`src/rtl/router_reg_gen.sv`:
```
// -----------------------------------------------------------------------------
// router_reg_gen
//
// Register/checker stage between the router input FSM and the output FIFOs.
// Captures the packet header and forwards it, then the payload, to dout. It
// holds the word that arrives while the destination FIFO is full and replays
// that word in laf_state. It accumulates a packet checksum (XOR or modular
// sum) and compares it with the trailing check word. It can also compare the
// payload word count with the length field of the header.
//
// Ports
//   clock, reset        : single clock, synchronous active-high reset
//   pkt_valid           : high for header/payload, low when data_in is the check word
//   data_in [WIDTH]     : incoming word
//   fifo_full           : selected destination FIFO is full
//   detect_add, lfd_state, ld_state, laf_state, full_state
//                       : one-hot FSM state decodes (at most one high)
//   rst_int_reg         : FSM request to clear low_pkt_valid
//   dout [WIDTH]        : word presented to the FIFO
//   parity_done         : check word has been captured
//   low_pkt_valid       : pkt_valid fell during ld_state
//   err                 : err_par | err_len
//   err_par             : checksum mismatch (sticky until detect_add)
//   err_len             : payload count differs from header length (sticky)
//   pkt_done            : one-cycle pulse, the cycle after parity_done rises
//   pay_cnt [WIDTH-ADDR_BITS] : payload words accepted, saturating
// -----------------------------------------------------------------------------
module router_reg_gen #(
    parameter int WIDTH     = 8,
    parameter int ADDR_BITS = 2,
    parameter int CHK_MODE  = 0,
    parameter int LEN_CHECK = 1
) (
    input  logic                       clock,
    input  logic                       reset,
    input  logic                       pkt_valid,
    input  logic [WIDTH-1:0]           data_in,
    input  logic                       fifo_full,
    input  logic                       detect_add,
    input  logic                       lfd_state,
    input  logic                       ld_state,
    input  logic                       laf_state,
    input  logic                       full_state,
    input  logic                       rst_int_reg,
    output logic [WIDTH-1:0]           dout,
    output logic                       parity_done,
    output logic                       low_pkt_valid,
    output logic                       err,
    output logic                       err_par,
    output logic                       err_len,
    output logic                       pkt_done,
    output logic [WIDTH-ADDR_BITS-1:0] pay_cnt
);

    localparam int CW = WIDTH - ADDR_BITS;

    logic [WIDTH-1:0] hdr_reg;
    logic [WIDTH-1:0] hold_reg;
    logic             hold_is_chk;
    logic [WIDTH-1:0] chk_acc;
    logic [WIDTH-1:0] pkt_chk;
    logic [CW-1:0]    exp_len;
    logic             parity_done_d;
    logic [CW-1:0]    pay_cnt_inc;
    logic             parity_rise;

    // Sum mode drops the carry-out, so the checksum wraps at 2^WIDTH.
    function automatic logic [WIDTH-1:0] chk_op(input logic [WIDTH-1:0] a,
                                                input logic [WIDTH-1:0] b);
        return (CHK_MODE != 0) ? (a + b) : (a ^ b);
    endfunction

    // The counter saturates instead of wrapping. An oversize packet therefore
    // still mismatches a shorter header length.
    assign pay_cnt_inc = (pay_cnt == '1) ? pay_cnt : pay_cnt + 1'b1;
    assign parity_rise = parity_done && !parity_done_d;
    assign err         = err_par | err_len;

    always_ff @(posedge clock) begin
        if (reset) begin
            dout          <= '0;
            parity_done   <= 1'b0;
            parity_done_d <= 1'b0;
            low_pkt_valid <= 1'b0;
            err_par       <= 1'b0;
            err_len       <= 1'b0;
            pkt_done      <= 1'b0;
            pay_cnt       <= '0;
            hdr_reg       <= '0;
            hold_reg      <= '0;
            hold_is_chk   <= 1'b0;
            chk_acc       <= '0;
            pkt_chk       <= '0;
            exp_len       <= '0;
        end else begin
            // NOTE: non-blocking assignments throughout, so every condition
            // below sees the register values from before this edge.
            if (detect_add) begin
                if (pkt_valid) begin
                    hdr_reg <= data_in;
                end
                chk_acc     <= '0;
                pkt_chk     <= '0;
                pay_cnt     <= '0;
                parity_done <= 1'b0;
                hold_is_chk <= 1'b0;
            end else if (lfd_state) begin
                dout    <= hdr_reg;
                chk_acc <= hdr_reg;
                exp_len <= hdr_reg[WIDTH-1:ADDR_BITS];
            end else if (ld_state) begin
                if (fifo_full) begin
                    // Park the word. laf_state replays it once the FIFO drains.
                    hold_reg    <= data_in;
                    hold_is_chk <= !pkt_valid;
                end else begin
                    dout <= data_in;
                    if (pkt_valid) begin
                        chk_acc <= chk_op(chk_acc, data_in);
                        pay_cnt <= pay_cnt_inc;
                    end else begin
                        pkt_chk     <= data_in;
                        parity_done <= 1'b1;
                    end
                end
            end else if (laf_state) begin
                dout <= hold_reg;
                if (!parity_done) begin
                    if (hold_is_chk) begin
                        pkt_chk     <= hold_reg;
                        parity_done <= 1'b1;
                    end else begin
                        chk_acc <= chk_op(chk_acc, hold_reg);
                        pay_cnt <= pay_cnt_inc;
                    end
                end
            end else if (!full_state && rst_int_reg && !pkt_valid) begin
                // No capture this cycle, so the checker state can be dropped.
                chk_acc <= '0;
                pkt_chk <= '0;
            end

            // If the set and the clear request arrive together, the set wins.
            if (!detect_add && !lfd_state && ld_state && !pkt_valid) begin
                low_pkt_valid <= 1'b1;
            end else if (rst_int_reg) begin
                low_pkt_valid <= 1'b0;
            end

            // Errors are judged one cycle after the check word lands, when
            // pkt_chk and chk_acc both hold their final values.
            parity_done_d <= parity_done;
            pkt_done      <= parity_rise;
            if (detect_add) begin
                err_par <= 1'b0;
                err_len <= 1'b0;
            end else if (parity_rise) begin
                err_par <= (pkt_chk != chk_acc);
                err_len <= (LEN_CHECK != 0) && (pay_cnt != exp_len);
            end
        end
    end

endmodule
```
`config.mk`:
```
export PLATFORM = sky130hd
export DESIGN_NAME = router_reg_gen
export DESIGN_NICKNAME = d
export VERILOG_FILES = /design/src/rtl/router_reg_gen.sv
export SDC_FILE = /design/constraint.sdc
export NUM_CORES = 1
export LEC_CHECK = 0
export ABC_AREA = 1
export BUFFER_PORTS_ARGS = -buffer_cell sky130_fd_sc_hd__buf_2
export CAP_MARGIN = 20
export CORE_UTILIZATION = 62
export CTS_BUF_LIST = sky130_fd_sc_hd__clkbuf_16
export DETAILED_ROUTE_END_ITERATION = 16
export PLACE_DENSITY_LB_ADDON = 0.08
export SYNTH_ARGS = -nofsm -noshare
export SYNTH_HDL_FRONTEND = slang
export SYNTH_SLANG_ARGS = --single-unit
```
`constraint.sdc`:
```
create_clock -name clock -period 1.95 [get_ports clock]
set_input_delay 0.0975 -clock clock [delete_from_list [all_inputs] [get_ports clock]]
set_output_delay 0.0975 -clock clock [all_outputs]
set_load 0.02 [all_outputs]
```
======== After elaboration in Yosys (flattened, before gate mapping) ========
Index checks and enable logic that the tools add are counted.
operators by class
  mux-type cells .......................... 33
  $add $sub $neg .......................... 1
  reductions and logical operators ........ 26
  bitwise operators ....................... 5
  eq/ne operators ......................... 14
operators by type and width
  kind                                                   number
  2-to-1 mux 8 bit                                       18
  2-to-1 mux 6 bit                                       7
  bitwise XOR 8 bit                                      2
  AND reduction 6 bit                                    2
  inequality test 2 bit, second input constant           5
  inequality test 3 bit, second input constant           3
  2-to-1 mux 1 bit                                       8
  inequality test 4 bit, second input constant           2
  inequality test 8 bit                                  1
  AND reduction 4 bit                                    2
  adder 6 x 1 -> 6 bit, second input constant            1
  equality test 6 bit, second input constant             1
  logical AND 1 bit                                      6
  inequality test 6 bit                                  1
  AND reduction 3 bit                                    2
  nonzero test 3 bit                                     2
  logical NOT 1 bit                                      5
  AND reduction 5 bit                                    1
  AND reduction 2 bit                                    2
  nonzero test 2 bit                                     2
  nonzero test 4 bit                                     1
  inequality test 3 x 2 -> 1 bit, second input constant  1
  NOT 1 bit                                              2
  OR reduction 2 bit                                     1
  bitwise OR 1 bit                                       1
word-level totals
  bits in registers ....................... 59
  input port bits ......................... 18
  output and inout port bits .............. 20
  word-level logic and storage cells ...... 93

======== Depth between registers and ports, before layout ========
Gate-level depths: netlist (run 1).
  depth in word-level cells ............... 7
  mapped depth ............................ 9
  gate-level depth less buffers ........... 9

======== Worst setup path after synthesis (run 1) ========
Ideal clock, no wire load.
  path type ............................... register to register
  start point ............................. register pay_cnt[0]
  end point ............................... register pay_cnt[3]
  path buffers ............................ 0
  arrival ................................. 1.354 ns
  stages on the path, launching flop included .. 8
  library setup time ...................... 0.070 ns
  slack ................................... 0.525 ns
  cell sequence ........................... dfxtp_1 ha_1 nand3_1 nor2_2 nor2_8 inv_2 nand2_1 a21oi_1
on the way
  word-level cells in the longest chain between the ends .. 6
  elaborated cells between the ends (all ways) .. 9
ends and longest elaborated chain
  what                                                                line  RTL
  start, declared                                                     52    output logic [WIDTH-ADDR_BITS-1:0] pay_cnt
  start signal, assigned                                              120   pay_cnt <= pay_cnt_inc;
  start signal, assigned                                              134   pay_cnt <= pay_cnt_inc;
  adder 6 x 1 -> 6 bit / equality test 6 bit (equally long branches)  75    assign pay_cnt_inc = (pay_cnt == '1) ? pay_cnt : pay_cnt + 1'b1;
  2-to-1 mux 6 bit (*)                                                75
  2-to-1 mux 6 bit                                                    129   if (hold_is_chk) begin
  2-to-1 mux 6 bit                                                    128   if (!parity_done) begin
  2-to-1 mux 6 bit                                                    126   end else if (laf_state) begin
  2-to-1 mux 6 bit (*)                                                111   end else if (ld_state) begin
Every way passes the cells marked *; elsewhere a longest branch is shown, timed or not. The select of a mux whose other input is x is not followed.
A chain may end at the register's enable or synchronous reset.

======== Final worst setup path (run 1) ========
Same ends and word-level chain as after synthesis.

==> summary.txt, run 1 <==
Synth
  – Largest area contributor in the synthesized netlist: dfxtp_1
  – Seq/Total Area, Yosys: a little under two fifths
  – Mean Syn Cell Area: around 6.7 um2
  – Largest family of logic cells by synthesized area: simple AND/OR/NAND/NOR gates
  – Synth top area share: a little under two fifths
  – Synth Area in XOR/XNOR: 0.8297%
  – Seq cells post-synth: between 50 and 60
  – Area of the mapped netlist: 0.003167 mm2
  – Synth Area in Adders: less than 1%
  – Netlist cell types: 33
  – Compound-Gate Fraction of Synth Area: 16.99%
  – Syn Inst Count: 476
  – Yosys warns: 0
  – Mux cell area share after synthesis: 0%
  – Syn nets: 495
  – Synth async-reset ratio: 0%
  – Main area contributors after synthesis: dfxtp_1 37%, nand2_1 15%, inv_1 7.3%, a21oi_1 7.0%, o21ai_0 6.5%
  – Most used DFF post-synth: dfxtp_1
  – EDFF count, synth: 0
  – Simple-gate area share of the yosys netlist: 33.70%

Power
  – Part of the power in registers: 40.3%
  – Sw Share: 26.43%
  – Leakage power: 1.695 nW
  – NetSw: approximately 0.00085 W
  – Clock network fraction of total power: 46.6%
  – Comb power frac: 13.0%
  – Worst ir drop on vdd: approximately 0.58 mV
  – PD cells: between 800 and 900 mW/mm2
  – Internal: about 0.0024 W

Detailed routing
  – Drt drc: 0
  – DRT iter0 DRCs: ~240
  – Drt first pass iters: 5
  – Antenna-violating nets left: 0
  – Wire per inst: 14.02 um
  – Routed via count: 3162
  – Met2 WL post-DR: 3.834 mm
  – Uppermost routed layer: met4
  – DR vias/cell: 5.414
  – M1 wire length: 3.351 mm
  – Detailed Route WL: 8.187 mm
  – Met3 wire length: 656 um

Critical path
  – CP Capture Type: flop
  – CP startpoint kind: flop
  – Crit-path max cell delay: 0.42 ns
  – CP required: 2.20 ns
  – Worst path cell trace: ha_1 -> nand3_1 -> nor2_2 -> nor2_8 -> inv_2 -> nand2_1 -> a21oi_1
  – Critical Path Start: pay_cnt[0]
  – CP max FO: 9
  – Worst Path Arrival: roughly 1.7 ns
  – Reg2reg start: pay_cnt[0]
  – Worst reg2reg setup slack: roughly 0.53 ns
  – R2R cell count: 7
  – Reg-to-Reg End: pay_cnt[3]
  – Worst path slowest cell: dfxtp_1
  – Crit path to: pay_cnt[3]
  – Setup CP Type: reg -> reg

Timing
  – Setup violators final: 0
  – Final hold violations: 0
  – Slew headroom: between 60% and 70%
  – TNS Setup: 0 ns
  – Worst Slack Setup Final: approximately 0.53 ns
  – Slew at the pin closest to its max-slew limit: roughly 0.56 ns
  – Setup Skew: 0.006061 ns
  – Slew Viols, Final: 0
  – Max Clk Rate: 703.1 MHz
  – RSZ-0062 raised after global routing: no
  – Fin crit period: 1.422 ns
  – Final period utilization: 72.94%

Floorplanning
  – I/O pin cnt: 38
  – Die Span Y: 73.47 um
  – Die Area: 0.005398 mm2
  – Die width: about 73 um
  – Starting Density: 65.74%
  – Core ar.: between 0.004 and 0.005 mm2
  – Row cnt: 25

Layout
  – Layout fillers: approximately 400
  – Total Nets Final: 531
  – Multi-input logic area: 0.001644 mm2
  – Ant diodes: 0
  – Most frequent cells in the layout: 130 x nand2_1, 64 x inv_1, 59 x dfxtp_1, 47 x nor2_1, 44 x a21oi_1
  – Commonest non-fill, non-tap cell in the layout: nand2_1
  – P&R area growth vs syn: 15.61%
  – Seq. cell area: approximately 0.0012 mm2
  – Share of cells above drive strength 1: 14.89%

CTS
  – Clk Tree Root Cell: clkbuf_16
  – Clock buffer depth: 2
  – Clock-pin slew on the worst setup and hold paths: about 0.05 ns
  – Post-CTS Setup Bufs: 0
  – H-tree depth reported by CTS: 3
  – PostCTS Resize Cnt: 0
  – Skew-Pair Late Insertion Delay: 0.32 ns
  – # hold bufs at CTS: 0
  – CTS tree: yes
  – Inserted Clock Buffers: 9
  – TritonCTS Sinks: 59

Place
  – Detail Placement HPWL: a little under 6 mm
  – DP Worst Slack: 0.5292 ns
  – Port buffer count: 37
  – Final GP Congestion: 0.9114

Worst hold path
  – Hold_sp: data_in[1]
  – Worst hold-check path type: in -> reg

GRT
  – Global Route Usage Sum: about a third
  – First-pass GRT wire length: 13.31 mm
  – Overflow after GRT: 0
  – Initial antenna violation count: 0
  – Largest net degree at the start of global routing: 29
  – Vias in the first global route: 2936

Outcome
  – Status: complete, no violations

Job
  – MaxCap Viol Count: 0
critical path, delay by kind of cell, from the launching register on:
| kind | cells | cell delay [ns] |
|---|---|---|
| AO/OA/AOI/OAI | 1 | 0.13 |
| adder cells (fa/ha/maj) | 1 | 0.22 |
| AND/OR/NAND/NOR | 4 | 0.50 |
| flip-flops | 1 | 0.42 |
| buffers and inverters | 1 | 0.09 |
power groups by stage:
stage	clock network [W]	logic (W)	registers [W]
finish	0.00150	0.000418	0.00130
floorplan	0	0.000278	0.00133
CTS	0.00151	0.000413	0.00129
detailed placement	0	0.000408	0.00132
global placement	0	0.000401	0.00132
global route	0.00156	0.000465	0.00130
layout make-up:
cell class / count / area share (%)
Inverter: 66 / 6.835
Timing Repair Buffer: 41 / 5.878
Clock inverter: 7 / 1.675
Multi-Input combinational cell: 335 / 44.91
Sequential cell: 59 / 32.26
Clock buffer: 9 / 6.152
Tap cell: 67 / 2.290
cell families after synthesis:
family,count (synthesis)
AND/OR/NAND/NOR,231
flip-flops,59
adder cells (fa/ha/maj),1
XOR/XNOR,3
AO/OA/AOI/OAI,100
buffers and inverters,82
worst min path at each step:
stage | end | slack [ns] | cells after the start
after global placement | low_pkt_valid | 0.38 | 4
final | hdr_reg[1] | 0.07 | 3
after global routing | hdr_reg[1] | 0.08 | 3
after CTS | hold_reg[7] | 0.06 | 3
after floorplan | low_pkt_valid | 0.26 | 3
after detailed placement | low_pkt_valid | 0.39 | 4
cell usage after synthesis (2+ instances only):
library cell  count
a21oi_1          44
buf_2             7
o21ai_0          41
nor2_1           47
buf_6             2
o21a_1            8
inv_2             2
dfxtp_1          59
nand2_2           2
nand2_4           2
nor2_8            3
nand3_1          28
o21ai_1           4
buf_4             2
or2_2             3
xor2_1            3
inv_1            62
nor2_4            2
nor3_1            2
nand4_1           5
nor2_2            2
nand2_1         130
clkbuf_1          5
nand3_4           2
metal layers:
| layer | vias up | GRT usage, % |
|---|---|---|
| met3 | 32 | 7.407 |
| li1 | 1580 | - |
| met1 | 1431 | 38.70 |
| met2 | 119 | 56.27 |
| met5 | - | 0 |
| met4 | 0 | 18.80 |
through the flow:
step	hold slack [ns]	cell area [um2]	total power (W)	utilization [%]	std cells
after CTS	0.06380	3661	0.003213	76.00	584
after global placement	0.3848	3374	0.001719	70.05	568
after global routing	0.07783	3661	0.003329	76.00	584
after detailed placement	0.3880	3374	0.001727	70.05	568
final	0.06533	3661	0.003213	76.00	584
after floorplan	0.2608	3167	0.001609	-	476
No activity file was read; power rests on OpenSTA's default activity.
==> run 2, diff against run 1 <==
Settings changed: CORE_UTILIZATION 62 to 58.
Clock period 1.95 ns to 1.4 ns, I/O delays scaled along.
==> summary.txt, run 2 (synthesized netlist as in run 1, its figures left out) <==
Worst hold path
  – Hold path depth: 4 (was 3)
  – Worst hold-check path type: in -> reg (unchanged)
  – WHS Endpoint: low_pkt_valid (was hdr_reg[1])
  – Hold_sp: rst_int_reg (was data_in[1])

Layout
  – Most frequent cells in the layout: 130 x nand2_1, 64 x inv_1, 57 x dfxtp_1, 47 x nor2_1, 44 x a21oi_1 (was 130 x nand2_1, 64 x inv_1, 59 x dfxtp_1, 47 x nor2_1, 44 x a21oi_1)
  – P&R area growth vs syn: 18.06% (was 15.61%)
  – Ant diodes: 0 (unchanged)
  – Commonest non-fill, non-tap cell in the layout: nand2_1 (unchanged)
  – Cell Count, Final, Fillers Out: 594 (was 584)
  – Layout fillers: 439 (was 393)
  – Design area: 0.003739 mm2 (was 0.003661 mm2)
  – Total Nets Final: 539 (was 531)
  – Share of cells above drive strength 1: 16.41% (was 14.89%)

CTS
  – # hold bufs at CTS: 0 (unchanged)
  – CTS tree: yes (unchanged)
  – Inserted Clock Buffers: 9 (unchanged)
  – Skew-Pair Late Insertion Delay: 0.32 ns (about the same)
  – Clk Tree Root Cell: clkbuf_16 (unchanged)
  – TritonCTS Sinks: 59 (unchanged)
  – Clock buffer depth: 2 (unchanged)
  – Clock-pin slew on the worst setup and hold paths: 0.05 ns (about the same)
  – H-tree depth reported by CTS: 3 (unchanged)

Place
  – Final GP Congestion: 0.8687 (was 0.9114)
  – Detail Placement HPWL: 6.076 mm (was 5.775 mm)
  – # placed instances: 579 (was 568)
  – Port buffer count: 37 (unchanged)
  – DP Worst Slack: 0.06862 ns (was 0.5292 ns)
  – Area after DPL: 0.003453 mm2 (was 0.003374 mm2)

Critical path
  – Worst path cell trace: ha_1 -> nand3_2 -> nor2_4 -> nor2_8 -> inv_2 -> nand2_1 -> a21oi_1 (was ha_1 -> nand3_1 -> nor2_2 -> nor2_8 -> inv_2 -> nand2_1 -> a21oi_1)
  – Reg-to-Reg End: pay_cnt[3] (unchanged)
  – CP Capture Type: flop (unchanged)
  – CP startpoint kind: flop (unchanged)
  – Worst path bufs/invs: 1 (unchanged)
  – R2R cell count: 7 (unchanged)
  – Worst path slowest cell: dfxtp_2 (was dfxtp_1)
  – Critical path's top delay family: simple AND/OR/NAND/NOR gates (unchanged)
  – CP max FO: 9 (unchanged)
  – CP required: 1.64 ns (was 2.20 ns)
  – Setup CP Type: reg -> reg (unchanged)
  – Reg2reg start: pay_cnt[1] (was pay_cnt[0])
  – Worst Path Arrival: 1.55 ns (was 1.67 ns)
  – Worst reg2reg setup slack: 0.09 ns (was 0.53 ns)
  – Crit-path max cell delay: 0.37 ns (was 0.42 ns)

GRT
  – Gr busiest metal: met2 (unchanged)
  – Grt met1 use: 37.04% (was 38.70%)
  – Global Route Usage Sum: 30.81% (was 33.27%)
  – Initial antenna violation count: 0 (unchanged)
  – Met2 Use GR: 54.18% (was 56.27%)
  – Largest net degree at the start of global routing: 17 (was 29)
  – Overflow after GRT: 0 (unchanged)
  – GRT met3 Usage: 5.423% (was 7.407%)
  – Vias in the first global route: 2870 (was 2936)
  – First-pass GRT wire length: 12.84 mm (was 13.31 mm)

Timing
  – Final period utilization: 93.43% (was 72.94%)
  – TNS Setup: 0 ns (unchanged)
  – Fin crit period: 1.308 ns (was 1.422 ns)
  – Max Clk Rate: 764.5 MHz (was 703.1 MHz)
  – Slew Viols, Final: 0 (unchanged)
  – Worst Slack Setup Final: 0.09198 ns (was 0.5278 ns)
  – Setup violators final: 0 (unchanged)
  – RSZ-0062 raised after global routing: no (unchanged)
  – Setup Skew: 0.005381 ns (was 0.006061 ns)
  – Final hold violations: 0 (unchanged)
  – Hold Slack: 0.02470 ns (was 0.06533 ns)
  – Slew headroom: 67.18% (was 62.82%)
  – Slew at the pin closest to its max-slew limit: 0.4918 ns (was 0.5570 ns)

Job
  – MaxCap Viol Count: 0 (unchanged)

Floorplanning
  – Core ar.: 0.005172 mm2 (was 0.004817 mm2)
  – Die Span Y: 75.89 um (was 73.47 um)
  – Starting Density: 61.22% (was 65.74%)
  – Die Area: 0.005759 mm2 (was 0.005398 mm2)
  – Row cnt: 26 (was 25)
  – Die width: 75.89 um (was 73.47 um)
  – I/O pin cnt: 38 (unchanged)

Power
  – Clock network fraction of total power: 45.7% (was 46.6%)
  – Leakage power: 1.739 nW (was 1.695 nW)
  – NetSw: 0.001146 W (was 0.0008490 W)
  – Worst ir drop on vdd: 0.9212 mV (was 0.5819 mV)
  – Internal: 0.003294 W (was 0.002364 W)
  – PD cells: 1188 mW/mm2 (was 877.6 mW/mm2)
  – Sw Share: 25.82% (was 26.43%)
  – Part of the power in registers: 40.7% (was 40.3%)
  – Comb power frac: 13.6% (was 13.0%)

Detailed routing
  – DRT iter0 DRCs: 246 (was 235)
  – Detailed Route WL: 8.250 mm (was 8.187 mm)
  – Drt drc: 0 (unchanged)
  – Wire per inst: 13.89 um (was 14.02 um)
  – DR vias/cell: 5.298 (was 5.414)
  – Drt first pass iters: 5 (unchanged)
  – Antenna-violating nets left: 0 (unchanged)
  – Routed via count: 3147 (was 3162)

Outcome
  – Status: complete, no violations (unchanged)
run 2: worst reg2reg max path: cells and delay by family (launching register included):
| kind | cells | cell delay, ns |
|---|---|---|
| simple gates | 4 | 0.45 |
| flops | 1 | 0.37 |
| fa+ha+maj | 1 | 0.22 |
| compound gates | 1 | 0.12 |
| buf+inv | 1 | 0.07 |
run 2: cell type report:
type,count,area (um2),share of cell area (%)
timing repair buffer,49,287.8,7.697
multi-input combinational,335,1654,44.24
inverter,66,250.2,6.693
clock buffer,9,225.2,6.024
sequential,59,1184,31.66
clock inverter,6,50.05,1.339
tap,70,87.58,2.343
run 2: how the worst max path moves through the flow:
stage / start / endpoint / slack, ns / cells past startpoint
after global routing: parity_done / err_par / 0.001 / 6
after floorplan: pay_cnt[0] / pay_cnt[4] / 0.09 / 7
after global placement: parity_done / pay_cnt[1] / 0.09 / 6
after CTS: pay_cnt[1] / pay_cnt[3] / 0.03 / 7
after detailed placement: parity_done / pay_cnt[1] / 0.07 / 6
final: pay_cnt[1] / pay_cnt[3] / 0.09 / 7
run 2: what timing repair did:
| item | in CTS | in global routing |
|---|---|---|
| gates resized for setup | 0 | 3 |
| endpoints found under the setup margin | 0 | 6 |
| buffers inserted | 0 | 0 |
run 2: per-stage QoR:
| stage | power [W] | util (%) |
|---|---|---|
| 4_1_cts | 0.004455 | 72.09 |
| 3_3_place_gp | 0.002417 | 66.76 |
| 3_5_place_dp | 0.002429 | 66.76 |
| 6_report | 0.004440 | 72.28 |
| 2_1_floorplan | 0.002242 | - |
| 5_1_grt | 0.004602 | 72.28 |
run 2: per-layer routing:
layer,routed length (um),vias to the layer above,share of wire [%]
met4,139,0,1.7
met2,4045,117,49
met3,544,13,6.6
met1,3520,1419,43
li1,-,1598,-
met5,0,-,0
run 2: power groups by stage:
stage	Clock, W	Combinational [W]	Sequential, W
after floorplan	0	0.000387	0.00185
after global placement	0	0.000581	0.00184
after detailed placement	0	0.000591	0.00184
after CTS	0.00205	0.000597	0.00181
after global routing	0.00212	0.000669	0.00181
final	0.00203	0.000603	0.00181
==> run 3, diff against run 2 <==
Settings changed: PLACE_DENSITY set to 0.91, PLACE_DENSITY_LB_ADDON 0.08 to unset.
==> summary.txt, run 3 (synthesized netlist as in run 1, its figures left out) <==
CTS
  – TritonCTS Sinks: 59 (unchanged)
  – Inserted Clock Buffers: 9 (unchanged)
  – H-tree depth reported by CTS: 3 (unchanged)
  – CTS tree: yes (unchanged)
  – Clock buffer depth: 2 (unchanged)
  – Clock-pin slew on the worst setup and hold paths: 0.05 ns (about the same)
  – Clk Tree Root Cell: clkbuf_16 (unchanged)
  – Skew-Pair Late Insertion Delay: 0.33 ns (was 0.32 ns)

Floorplanning
  – Die Area: 0.005759 mm2 (unchanged)
  – Core ar.: 0.005172 mm2 (unchanged)
  – I/O pin cnt: 38 (unchanged)
  – Die Span Y: 75.89 um (unchanged)
  – Row cnt: 26 (unchanged)
  – Starting Density: 61.22% (unchanged)
  – Die width: 75.89 um (unchanged)

Place
  – Detail Placement HPWL: 5.863 mm (was 6.076 mm)
  – Port buffer count: 37 (unchanged)
  – Final GP Congestion: 0.9544 (was 0.8687)

Layout
  – Most frequent cells in the layout: 130 x nand2_1, 64 x inv_1, 56 x dfxtp_1, 45 x nor2_1, 44 x a21oi_1 (was 130 x nand2_1, 64 x inv_1, 57 x dfxtp_1, 47 x nor2_1, 44 x a21oi_1)
  – Layout fillers: 425 (was 439)
  – Total Nets Final: 539 (unchanged)
  – P&R area growth vs syn: 17.86% (was 18.06%)
  – Ant diodes: 0 (unchanged)
  – Commonest non-fill, non-tap cell in the layout: nand2_1 (unchanged)
  – Share of cells above drive strength 1: 16.98% (was 16.41%)

Worst hold path
  – Hold path depth: 4 (unchanged)
  – Worst hold-check path type: in -> reg (unchanged)
  – Hold_sp: rst_int_reg (unchanged)
  – WHS Endpoint: low_pkt_valid (unchanged)

GRT
  – Initial antenna violation count: 0 (unchanged)
  – Overflow after GRT: 0 (unchanged)
  – First-pass GRT wire length: 13.03 mm (was 12.84 mm)
  – Vias in the first global route: 3017 (was 2870)
  – Largest net degree at the start of global routing: 18 (was 17)
  – Global Route Usage Sum: 30.96% (was 30.81%)

Power
  – Worst ir drop on vdd: 0.9692 mV (was 0.9212 mV)
  – Leakage power: 1.738 nW (was 1.739 nW)
  – PD cells: 1194 mW/mm2 (was 1188 mW/mm2)

Detailed routing
  – Detailed Route WL: 8.131 mm (was 8.250 mm)
  – Wire per inst: 13.69 um (was 13.89 um)
  – Drt first pass iters: 5 (unchanged)
  – DRT iter0 DRCs: 187 (was 246)
  – DR vias/cell: 5.471 (was 5.298)
  – Antenna-violating nets left: 0 (unchanged)
  – Routed via count: 3250 (was 3147)
  – Drt drc: 0 (unchanged)

Timing
  – Final period utilization: 95.95% (was 93.43%)
  – Setup violators final: 0 (unchanged)
  – RSZ-0062 raised after global routing: no (unchanged)
  – Max Clk Rate: 744.5 MHz (was 764.5 MHz)
  – Setup Skew: 0.006072 ns (was 0.005381 ns)
  – Slew at the pin closest to its max-slew limit: 0.4339 ns (was 0.4918 ns)
  – Fin crit period: 1.343 ns (was 1.308 ns)
  – Final hold violations: 0 (unchanged)
  – Slew Viols, Final: 0 (unchanged)
  – Slew headroom: 71.04% (was 67.18%)
  – TNS Setup: 0 ns (unchanged)
  – Hold Slack: 0.03098 ns (was 0.02470 ns)

Critical path
  – R2R cell count: 7 (unchanged)
  – Worst Path Arrival: 1.59 ns (was 1.55 ns)
  – CP startpoint kind: flop (unchanged)
  – CP max FO: 9 (unchanged)
  – Worst path slowest cell: dfxtp_2 (unchanged)
  – Worst reg2reg setup slack: 0.06 ns (was 0.09 ns)
  – Reg-to-Reg End: pay_cnt[3] (unchanged)
  – Crit-path max cell delay: 0.37 ns (about the same)
  – CP Capture Type: flop (unchanged)
  – Setup CP Type: reg -> reg (unchanged)
  – Worst path cell trace: ha_1 -> nand3_2 -> nor2_4 -> nor2_8 -> inv_2 -> nand2_1 -> a21oi_1 (unchanged)
  – Reg2reg start: pay_cnt[0] (was pay_cnt[1])
  – CP required: 1.65 ns (was 1.64 ns)

Outcome
  – Status: complete, no violations (unchanged)

Job
  – MaxCap Viol Count: 0 (unchanged)
## run 3: layer usage
layer | GRT usage [%] | routed length, um | vias to the layer above
met5 | 0 | 0 | -
met4 | 16.67 | 310 | 0
met3 | 9.259 | 551 | 35
met2 | 54.47 | 3948 | 140
met1 | 33.22 | 3320 | 1480
li1 | - | - | 1595
## run 3: area by class of cell
type | count | area [um2] | area share [%]
Multi-Input combinational cell | 335 | 1659 | 44.45
Sequential cell | 59 | 1185 | 31.75
Timing Repair Buffer | 49 | 275.3 | 7.375
Inverter | 66 | 250.2 | 6.705
Clock buffer | 9 | 225.2 | 6.034
Tap cell | 70 | 87.58 | 2.347
Clock inverter | 6 | 50.05 | 1.341
## run 3: timing repair
item,4_1_cts,5_1_grt
gates resized for setup,0,5
setup endpoints to repair,0,6
setup buffers,0,1
hold buffers,0,0
## run 3: worst max path at each step
stage / from / endpoint
floorplan: pay_cnt[0] / pay_cnt[4]
global placement: pay_cnt[1] / pay_cnt[4]
detailed placement: pay_cnt[0] / pay_cnt[3]
CTS: pay_cnt[0] / pay_cnt[3]
global route: pay_cnt[0] / pay_cnt[3]
finish: pay_cnt[0] / pay_cnt[3]
## run 3: power breakdown
| part | internal, W | switching [W] | total (W) |
|---|---|---|---|
| combinational | 0.000205 | 0.000397 | 0.000602 |
| sequential | 0.00176 | 0.0000483 | 0.00180 |
| clock | 0.00133 | 0.000717 | 0.00205 |
| total | 0.00330 | 0.00116 | 0.00446 |
## run 3: stage by stage
stage	area, um2	total power, W	util, %	instances	setup slack [ns]
after floorplan	3169	0.002242	-	476	0.08930
after global placement	3433	0.002389	66.38	578	0.1239
after detailed placement	3433	0.002410	66.38	578	0.05766
after CTS	3709	0.004461	71.70	593	0.03910
after global routing	3732	0.004628	72.16	594	0.003148
final	3732	0.004458	72.16	594	0.05675
## run 3: critical path, delay by kind of cell, from the launching register on
family,cells,cell delay (ns)
adder cells (fa/ha/maj),1,0.23
AO/OA/AOI/OAI,1,0.14
flip-flops,1,0.37
buffers and inverters,1,0.08
AND/OR/NAND/NOR,4,0.44
